$ cat src/rtl/spm_boot_memory_if.sv
// Load port and CPU memory port of spm_boot_memory, bundled as one interface.
// master: the side that offers load words and issues CPU accesses (bench or core wrapper).
// slave : the memory itself.
interface spm_boot_memory_if #(
  parameter int DATA_W = 8,
  parameter int ADDR_W = 8
);
  // Image load handshake (word accepted when load_valid && load_ready)
  logic              load_valid;
  logic              load_ready;
  logic [ADDR_W-1:0] load_addr;
  logic [DATA_W-1:0] load_data;
  logic              load_last;

  // CPU access port (asynchronous read, synchronous write)
  logic [ADDR_W-1:0] mem_addr;
  logic [DATA_W-1:0] mem_wdata;
  logic              mem_we;
  logic [DATA_W-1:0] mem_rdata;

  modport master (
    output load_valid, load_addr, load_data, load_last,
    output mem_addr, mem_wdata, mem_we,
    input  load_ready, mem_rdata
  );

  modport slave (
    input  load_valid, load_addr, load_data, load_last,
    input  mem_addr, mem_wdata, mem_we,
    output load_ready, mem_rdata
  );
endinterface

$ cat src/rtl/spm_boot_memory.sv
// Unified program/data RAM for the RISC_SPM core with a boot sequencer:
// CLEAR sweeps every word to zero, LOAD accepts a program image over the
// load handshake, RUN releases the core and serves its accesses.
// Optional feature: define BOOT_CHECKSUM_EN to add the load_sum output, the
// modulo-2**DATA_W sum of every accepted load word (including dropped ones).
module spm_boot_memory #(
  parameter int DATA_W = 8,
  parameter int ADDR_W = 8,
  parameter int DEPTH  = 256   // must be <= 2**ADDR_W
) (
  input  logic               clk,
  input  logic               rst,
  spm_boot_memory_if.slave   bus,
  input  logic               boot_req,
  output logic               cpu_rst,
  output logic               boot_done,
  output logic               addr_err
`ifdef BOOT_CHECKSUM_EN
  ,
  output logic [DATA_W-1:0]  load_sum
`endif
);

  typedef enum logic [1:0] {ST_CLEAR, ST_LOAD, ST_RUN} state_e;

  // DEPTH compared one bit wider so DEPTH == 2**ADDR_W stays representable.
  localparam logic [ADDR_W:0]   DEPTH_W  = (ADDR_W+1)'(DEPTH);
  localparam logic [ADDR_W-1:0] LAST_IDX = ADDR_W'(DEPTH - 1);

  state_e            state_q, state_d;
  logic [ADDR_W-1:0] clr_cnt_q, clr_cnt_d;
  logic              addr_err_q, addr_err_d;

  logic              wr_en;
  logic [ADDR_W-1:0] wr_addr;
  logic [DATA_W-1:0] wr_data;

  logic [DATA_W-1:0] mem_q [DEPTH];

  logic load_in_range;
  logic cpu_in_range;

  assign load_in_range = ({1'b0, bus.load_addr} < DEPTH_W);
  assign cpu_in_range  = ({1'b0, bus.mem_addr}  < DEPTH_W);

`ifdef BOOT_CHECKSUM_EN
  logic [DATA_W-1:0] sum_q, sum_d;
`endif

  // Next-state logic and the single RAM write port shared by sweep, load and CPU.
  always_comb begin
    // NOTE: every signal driven here gets a default first, so no path leaves it unassigned and no latch is inferred.
    state_d    = state_q;
    clr_cnt_d  = clr_cnt_q;
    addr_err_d = addr_err_q;
    wr_en      = 1'b0;
    wr_addr    = clr_cnt_q;
    wr_data    = '0;
`ifdef BOOT_CHECKSUM_EN
    sum_d      = sum_q;
`endif

    unique case (state_q)
      ST_CLEAR: begin
        wr_en     = 1'b1;
        wr_addr   = clr_cnt_q;
        clr_cnt_d = clr_cnt_q + 1'b1;
        if (clr_cnt_q == LAST_IDX) begin
          clr_cnt_d = '0;
          state_d   = ST_LOAD;
        end
      end

      ST_LOAD: begin
        if (bus.load_valid) begin
          if (load_in_range) begin
            wr_en   = 1'b1;
            wr_addr = bus.load_addr;
            wr_data = bus.load_data;
          end else begin
            addr_err_d = 1'b1;
          end
`ifdef BOOT_CHECKSUM_EN
          sum_d = sum_q + bus.load_data;
`endif
          if (bus.load_last) state_d = ST_RUN;
        end
      end

      ST_RUN: begin
        // A CPU write is honoured even on the edge that takes a warm reboot.
        if (bus.mem_we) begin
          if (cpu_in_range) begin
            wr_en   = 1'b1;
            wr_addr = bus.mem_addr;
            wr_data = bus.mem_wdata;
          end else begin
            addr_err_d = 1'b1;
          end
        end
        if (boot_req) begin
          state_d   = ST_CLEAR;
          clr_cnt_d = '0;
`ifdef BOOT_CHECKSUM_EN
          sum_d     = '0;
`endif
        end
      end

      default: state_d = ST_CLEAR;
    endcase
  end

  // Sequencer state, sweep counter and sticky error flag.
  always_ff @(posedge clk) begin
    // NOTE: sequential state uses non-blocking assignments so all registers update together on the edge.
    if (rst) begin
      state_q    <= ST_CLEAR;
      clr_cnt_q  <= '0;
      addr_err_q <= 1'b0;
`ifdef BOOT_CHECKSUM_EN
      sum_q      <= '0;
`endif
    end else begin
      state_q    <= state_d;
      clr_cnt_q  <= clr_cnt_d;
      addr_err_q <= addr_err_d;
`ifdef BOOT_CHECKSUM_EN
      sum_q      <= sum_d;
`endif
    end
  end

  // RAM write port; contents are wiped by the CLEAR sweep instead of by reset.
  always_ff @(posedge clk) begin
    // NOTE: the array has no reset branch so it maps onto plain RAM; the sweep does the clearing.
    if (!rst && wr_en) mem_q[wr_addr] <= wr_data;
  end

  // Asynchronous CPU read, visible only while the core is running.
  always_comb begin
    bus.mem_rdata = '0;
    if (state_q == ST_RUN && cpu_in_range) bus.mem_rdata = mem_q[bus.mem_addr];
  end

  assign bus.load_ready = (state_q == ST_LOAD);
  assign cpu_rst        = (state_q != ST_RUN);
  assign boot_done      = (state_q == ST_RUN);
  assign addr_err       = addr_err_q;
`ifdef BOOT_CHECKSUM_EN
  assign load_sum       = sum_q;
`endif

endmodule

$ cat src/flat_wrapper.sv
// flat-port wrapper written by rule: the top's interface ports become plain ports
module spm_boot_memory_flat 
#(
  parameter int DATA_W = 8,
  parameter int ADDR_W = 8,
  parameter int DEPTH  = 256                          
)
  (clk, rst, boot_req, cpu_rst, boot_done, addr_err, bus_load_valid, bus_load_addr, bus_load_data, bus_load_last, bus_mem_addr, bus_mem_wdata, bus_mem_we, bus_load_ready, bus_mem_rdata);
  spm_boot_memory_if #(.DATA_W(DATA_W), .ADDR_W(ADDR_W)) bus_i ();
  input  logic clk;
  input  logic rst;
  input  logic boot_req;
  output logic cpu_rst;
  output logic boot_done;
  output logic addr_err;
  input wire logic [$bits(bus_i.load_valid)-1:0] bus_load_valid;
  input wire logic [$bits(bus_i.load_addr)-1:0] bus_load_addr;
  input wire logic [$bits(bus_i.load_data)-1:0] bus_load_data;
  input wire logic [$bits(bus_i.load_last)-1:0] bus_load_last;
  input wire logic [$bits(bus_i.mem_addr)-1:0] bus_mem_addr;
  input wire logic [$bits(bus_i.mem_wdata)-1:0] bus_mem_wdata;
  input wire logic [$bits(bus_i.mem_we)-1:0] bus_mem_we;
  output wire logic [$bits(bus_i.load_ready)-1:0] bus_load_ready;
  output wire logic [$bits(bus_i.mem_rdata)-1:0] bus_mem_rdata;
  assign bus_i.load_valid = bus_load_valid;
  assign bus_i.load_addr = bus_load_addr;
  assign bus_i.load_data = bus_load_data;
  assign bus_i.load_last = bus_load_last;
  assign bus_i.mem_addr = bus_mem_addr;
  assign bus_i.mem_wdata = bus_mem_wdata;
  assign bus_i.mem_we = bus_mem_we;
  assign bus_load_ready = bus_i.load_ready;
  assign bus_mem_rdata = bus_i.mem_rdata;
  spm_boot_memory #(.DATA_W(DATA_W), .ADDR_W(ADDR_W), .DEPTH(DEPTH)) u_core (.clk(clk), .rst(rst), .bus(bus_i), .boot_req(boot_req), .cpu_rst(cpu_rst), .boot_done(boot_done), .addr_err(addr_err));
endmodule
$ cat config.mk
export PLATFORM = sky130hd
export DESIGN_NAME = spm_boot_memory_flat
export DESIGN_NICKNAME = d
export VERILOG_FILES = /design/src/rtl/spm_boot_memory_if.sv /design/src/rtl/spm_boot_memory.sv /design/src/flat_wrapper.sv
export SDC_FILE = /design/constraint.sdc
export NUM_CORES = 2
export LEC_CHECK = 0
export CAP_MARGIN = 25
export CORE_MARGIN = 2
export CORE_UTILIZATION = 40
export DETAILED_ROUTE_END_ITERATION = 8
export GPL_TIMING_DRIVEN = 0
export PLACE_DENSITY = 0.58
export SYNTH_ARGS = -nofsm -noshare
export SYNTH_HDL_FRONTEND = slang
export SYNTH_SLANG_ARGS = --single-unit
$ cat constraint.sdc
create_clock -name clk -period 28.4 [get_ports clk]
set_input_delay 7.1 -clock clk [delete_from_list [all_inputs] [get_ports clk]]
set_output_delay 7.1 -clock clk [all_outputs]
set_load 0.02 [all_outputs]
# [After elaboration in Yosys (flattened, before gate mapping)]
# Memory sizes are Yosys's and may differ from the RTL's.
# Cells that the tools add are included.
[word_totals] register_bits=10 mem_bits_rw=2048 output_inout_bits=12 n_memories=1
[memory_table] name="u_core.mem_q" words=256 word_bits=8 rd=1 rd_ports_with_merged_regs=0 write_ports=1 line="spm_boot_memory.sv:38" text="logic [DATA_W-1:0] mem_q [DEPTH];"
[op_classes] n_addsub=1 eq_ne=8 n_mux=20 n_reduce_logical=6
[ops] op="two-way mux 8 bit" n=7
[ops] op="one-hot mux 8 bit (2 select lines)" n=3
[ops] op="adder 8 x 1 -> 8 bit (second input constant)" n=1
[ops] op="equality test 8 bit (second input constant)" n=1
[ops] op="two-way mux 2 bit" n=4
[ops] op="inequality test 2 bit (second input constant)" n=4
[ops] op="one-hot mux 2 bit (3 select lines)" n=1
[ops] op="two-way mux 1 bit" n=4
[ops] op="AND reduction 4 bit" n=1
[ops] op="one-hot mux 1 bit (3 select lines)" n=1
[ops] op="equality test 2 x 1 -> 1 bit (second input constant)" n=1
[ops] op="equality test 2 bit (second input constant)" n=1
[ops] op="logical NOT 2 bit" n=1
[ops] op="inequality test 2 x 1 -> 1 bit (second input constant)" n=1
[ops] op="AND reduction 2 bit" n=1
[ops] op="nonzero test 2 bit" n=1
[ops] op="logical AND 1 bit" n=1
[ops] op="logical NOT 1 bit" n=1

# [Depth between registers and ports, before layout]
[logic_depth] depth_word=5 depth_mapped=12 ltp_nobuf=9

# [Worst setup path after synthesis]
# No wires, ideal clock.
[synth_path] kind="input port to output port" startpoint="input port bus_mem_addr[1]" endpoint="output port bus_mem_rdata[5]" arrival_time_ps=9253 t_required_ps=21300 slack_ps=12047 cell_stages=11 n_path_buf=5 cell_sequence="buf_2 -> nand2b_1 -> buf_2 -> buf_2 -> buf_2 -> buf_1 -> o221ai_1 -> a21oi_1 -> nor3_1 -> nand4_1 -> o41ai_1"
[synth_via] elab_chain_len=2
[synth_lines] element="start, declared" line="flat_wrapper.sv:20" text="input wire logic [$bits(bus_i.mem_addr)-1:0] bus_mem_addr;"
[synth_lines] element="memory read (256 x 8 bit)"
[synth_lines] element="two-way mux 8 bit" line="spm_boot_memory.sv:143" text="if (state_q == ST_RUN && cpu_in_range) bus.mem_rdata = mem_q[bus.mem_addr];"
[synth_lines] element="end, declared" line="flat_wrapper.sv:24" text="output wire logic [$bits(bus_i.mem_rdata)-1:0] bus_mem_rdata;"
# No other way between the ends.

# [Worst setup path in the final report]
[layout_path] startpoint="input port bus_mem_addr[4]" endpoint="output port bus_mem_rdata[2]"
# The elaborated chain is that of the path after synthesis.

==> metrics.txt <==
Syn Area/Cell=roughly 20 µm²; CTS Sinks=2058; Post-Syn Instances=slightly above 4000; share of post-route cells with drive strength above 1=around a fifth; number of max-cap violations=0; Synth Area in Compound Gates=under 10%; PnR worst setup slack=between 7000 and 8000 ps; clock insertion delay at the later pin of the skew report=around 860 ps; placed cells=roughly 7000; core area=0.200 mm²; Crit. Startpoint=bus_mem_addr[4]; H-tree levels=4; global-route wire length before repair=400 mm; R2R setup slack=22940 ps; IO Port Bufs=46; Synth Flop Type=edfxtp_1; maximum clock rate=47.8 MHz; final hold slack=559 ps; Hold Fails Final Rpt=0; fraction of synthesized cell area in xor and xnor cells=less than 1%; Resize count post-CTS=0; max-slew violations=0; CTS clk-pin slew, worst paths=roughly 60 ps; pre-CTS WS=7690 ps; number of DRC markers in iteration 0=approximately 8500; height of the die=about 450 µm; Area Growth Syn to Fin=15.0%; final setup fails=0; Tot GR Track Use=29.4%; commonest non-fill, non-tap cells in the layout=edfxtp_1, mux4_2, mux2i_1; Num CTS Buffers=approximately 200; Post-DP Area=between 0.08 and 0.09 mm²; Core Util, Final=about 46%; CTS Hold Bufs=0; filler cell count=about 17000; TritonCTS clock tree=done; hpwl dp=between 200 and 250 mm; worst path arrival time=~14000 ps; Cell Rows=approximately 160; Setup crit end=bus_mem_rdata[2]; total negative slack=0 ps; fin cells=7302; mapped cell area=0.0808 mm²; Layout Skew=roughly 35 ps; die area=just over 0.2 mm²; Synth Area in Simple Gates=3.25%; initial antenna violation count=21; status=finished clean; Root Driver=clkbuf_16; post-synthesis adder-cell area fraction=less than 1%; Routability Congestion=a little over 1; Setup crit start kind=input pin; Syn. warnings=0; Seq/Total Area, Yosys=between 70% and 80%; largest family of logic cells by synthesized area=multiplexers; reg2reg end=u_core.mem_q[98][2]; post-detailed-route wirelength per cell=41.9 µm; Finished Cell Area=0.0929 mm²; syn_nets=around 4100; Reg area=0.0617 mm²; vias in the first global route=~44000; Initial Utilization=40.4%; DR vias/cell=around 6.4; worst hold path type=reg2reg; Max Fanout on Critical Path=10; EDFF count, synth=a little over 2000; distinct cell type count of the synthesized netlist=62; Nets=4510; via count=around 47000; # DRC=0; total congestion overflow=0; Multi-input gate area=roughly 0.018 mm²; RSZ-0062 raised after global routing=no; ys async rst share=0%; mux contribution to synthesized area=14.1%; WL final=306 mm; crit end category=output pin; commonest non-fill, non-tap cell in the layout=edfxtp_1; pwr/cell area=between 60 and 70 mW/mm²; drt first pass iters=6; final worst-path cycle share=73.7%; setup bufs post-CTS=0; Die Width=approximately 450 µm; Peak VDD IR=0.0567 mV; critical path required time=approximately 21000 ps; R2R depth=10; Final ANT Viol Nets=0; Leak=a little over 30 nW; Rel. slew slack=5.90%; worst slew pin tran=approximately 1400 ps; Final Critical Period=between 20000 and 25000 ps; Final Power=approximately 6.2 mW; FF+latch count, synth=just over 2000; clk buf depth=3; largest net degree at the start of global routing=51; r2r startpoint=u_core.state_q[0]; Setup CP Type=in2out; number of I/O pins=50
## final cells by class
class / instances / area share, %
Sequential cell: 2058 / 66.4
Multi-Input combinational cell: 1776 / 19.0
Clock buffer: 267 / 5.84
Tap cell: 2656 / 3.58
Timing Repair Buffer: 175 / 2.76
Buffer: 244 / 1.67
Clock inverter: 104 / 0.707
Antenna cell: 15 / 0.0404
Inverter: 7 / 0.0283
## worst max-delay path, stage by stage
cell and delay, ps:
clkdlybuf4s50_1 970, buf_2 650, buf_2 630, clkbuf_1 820, clkbuf_2 820, nand2_1 240
nand2_1 160, a21oi_1 230, a21oi_1 500, nand3_1 200, o22ai_1 700, clkdlybuf4s50_1 750
## per-layer routing
layer	up-vias	share of wire, %	global-route usage [%]
met2	3739	43	42.5
met3	834	13	9.20
met4	14	7.5	18.3
met5	-	0.080	0
met1	24700	36	38.7
li1	17700	-	-
## synth_stat cells, types with 12 or more instances
cell type  count  share of area (%)
nand4_1       14               0.11
edfxtp_1    2048                 76
mux4_2       358                 10
a21oi_1       89               0.55
o221ai_1      97                1.1
nand3_1       43               0.27
buf_6         39               0.54
a2111oi_0     17               0.18
nor3_1        37               0.23
nor2b_1       13               0.10
o21ai_0       38               0.24
a22oi_1       73               0.68
nor4_1        15               0.12
buf_2         69               0.43
a22o_1        17               0.18
o22ai_1       75               0.58
clkbuf_1      97               0.45
nand2_1      128               0.59
a211oi_1      29               0.27
buf_4         15               0.14
mux2i_1      318                3.9
nor2_1       311                1.4
buf_1         12              0.056
## worst min-delay path by stage
| stage | slack [ps] | to | from | cells past startpoint |
|---|---|---|---|---|
| 6_report | 560 | u_core.clr_cnt_q[7] | u_core.clr_cnt_q[7] | 2 |
| 3_5_place_dp | 550 | u_core.clr_cnt_q[7] | u_core.clr_cnt_q[7] | 2 |
| 4_1_cts | 560 | u_core.clr_cnt_q[7] | u_core.clr_cnt_q[7] | 2 |
| 5_1_grt | 600 | u_core.clr_cnt_q[5] | u_core.clr_cnt_q[5] | 2 |
| 2_1_floorplan | 490 | u_core.clr_cnt_q[5] | u_core.clr_cnt_q[5] | 2 |
| 3_3_place_gp | 560 | u_core.state_q[1] | u_core.state_q[1] | 2 |
## registers in the layout, summed over array words and instances (netlist names)
| register | cells |
|---|---|
| u_core.mem_q | 2048 |
| u_core.clr_cnt_q | 8 |
| u_core.state_q | 2 |
## report_power, final
part           total, mW  internal [mW]  switching (mW)
Sequential          3.29           3.29         0.00119
Combinational      0.345          0.104           0.240
Clock               2.54           1.37            1.17
## cells by family after synthesis
family          count (synthesis)
flops                        2058
mux                           683
simple gates                  605
compound gates                478
buf+inv                       251
fa+ha+maj                       7
xor+xnor                        2
other cells                     1
(Power assumes the default switching activity.)
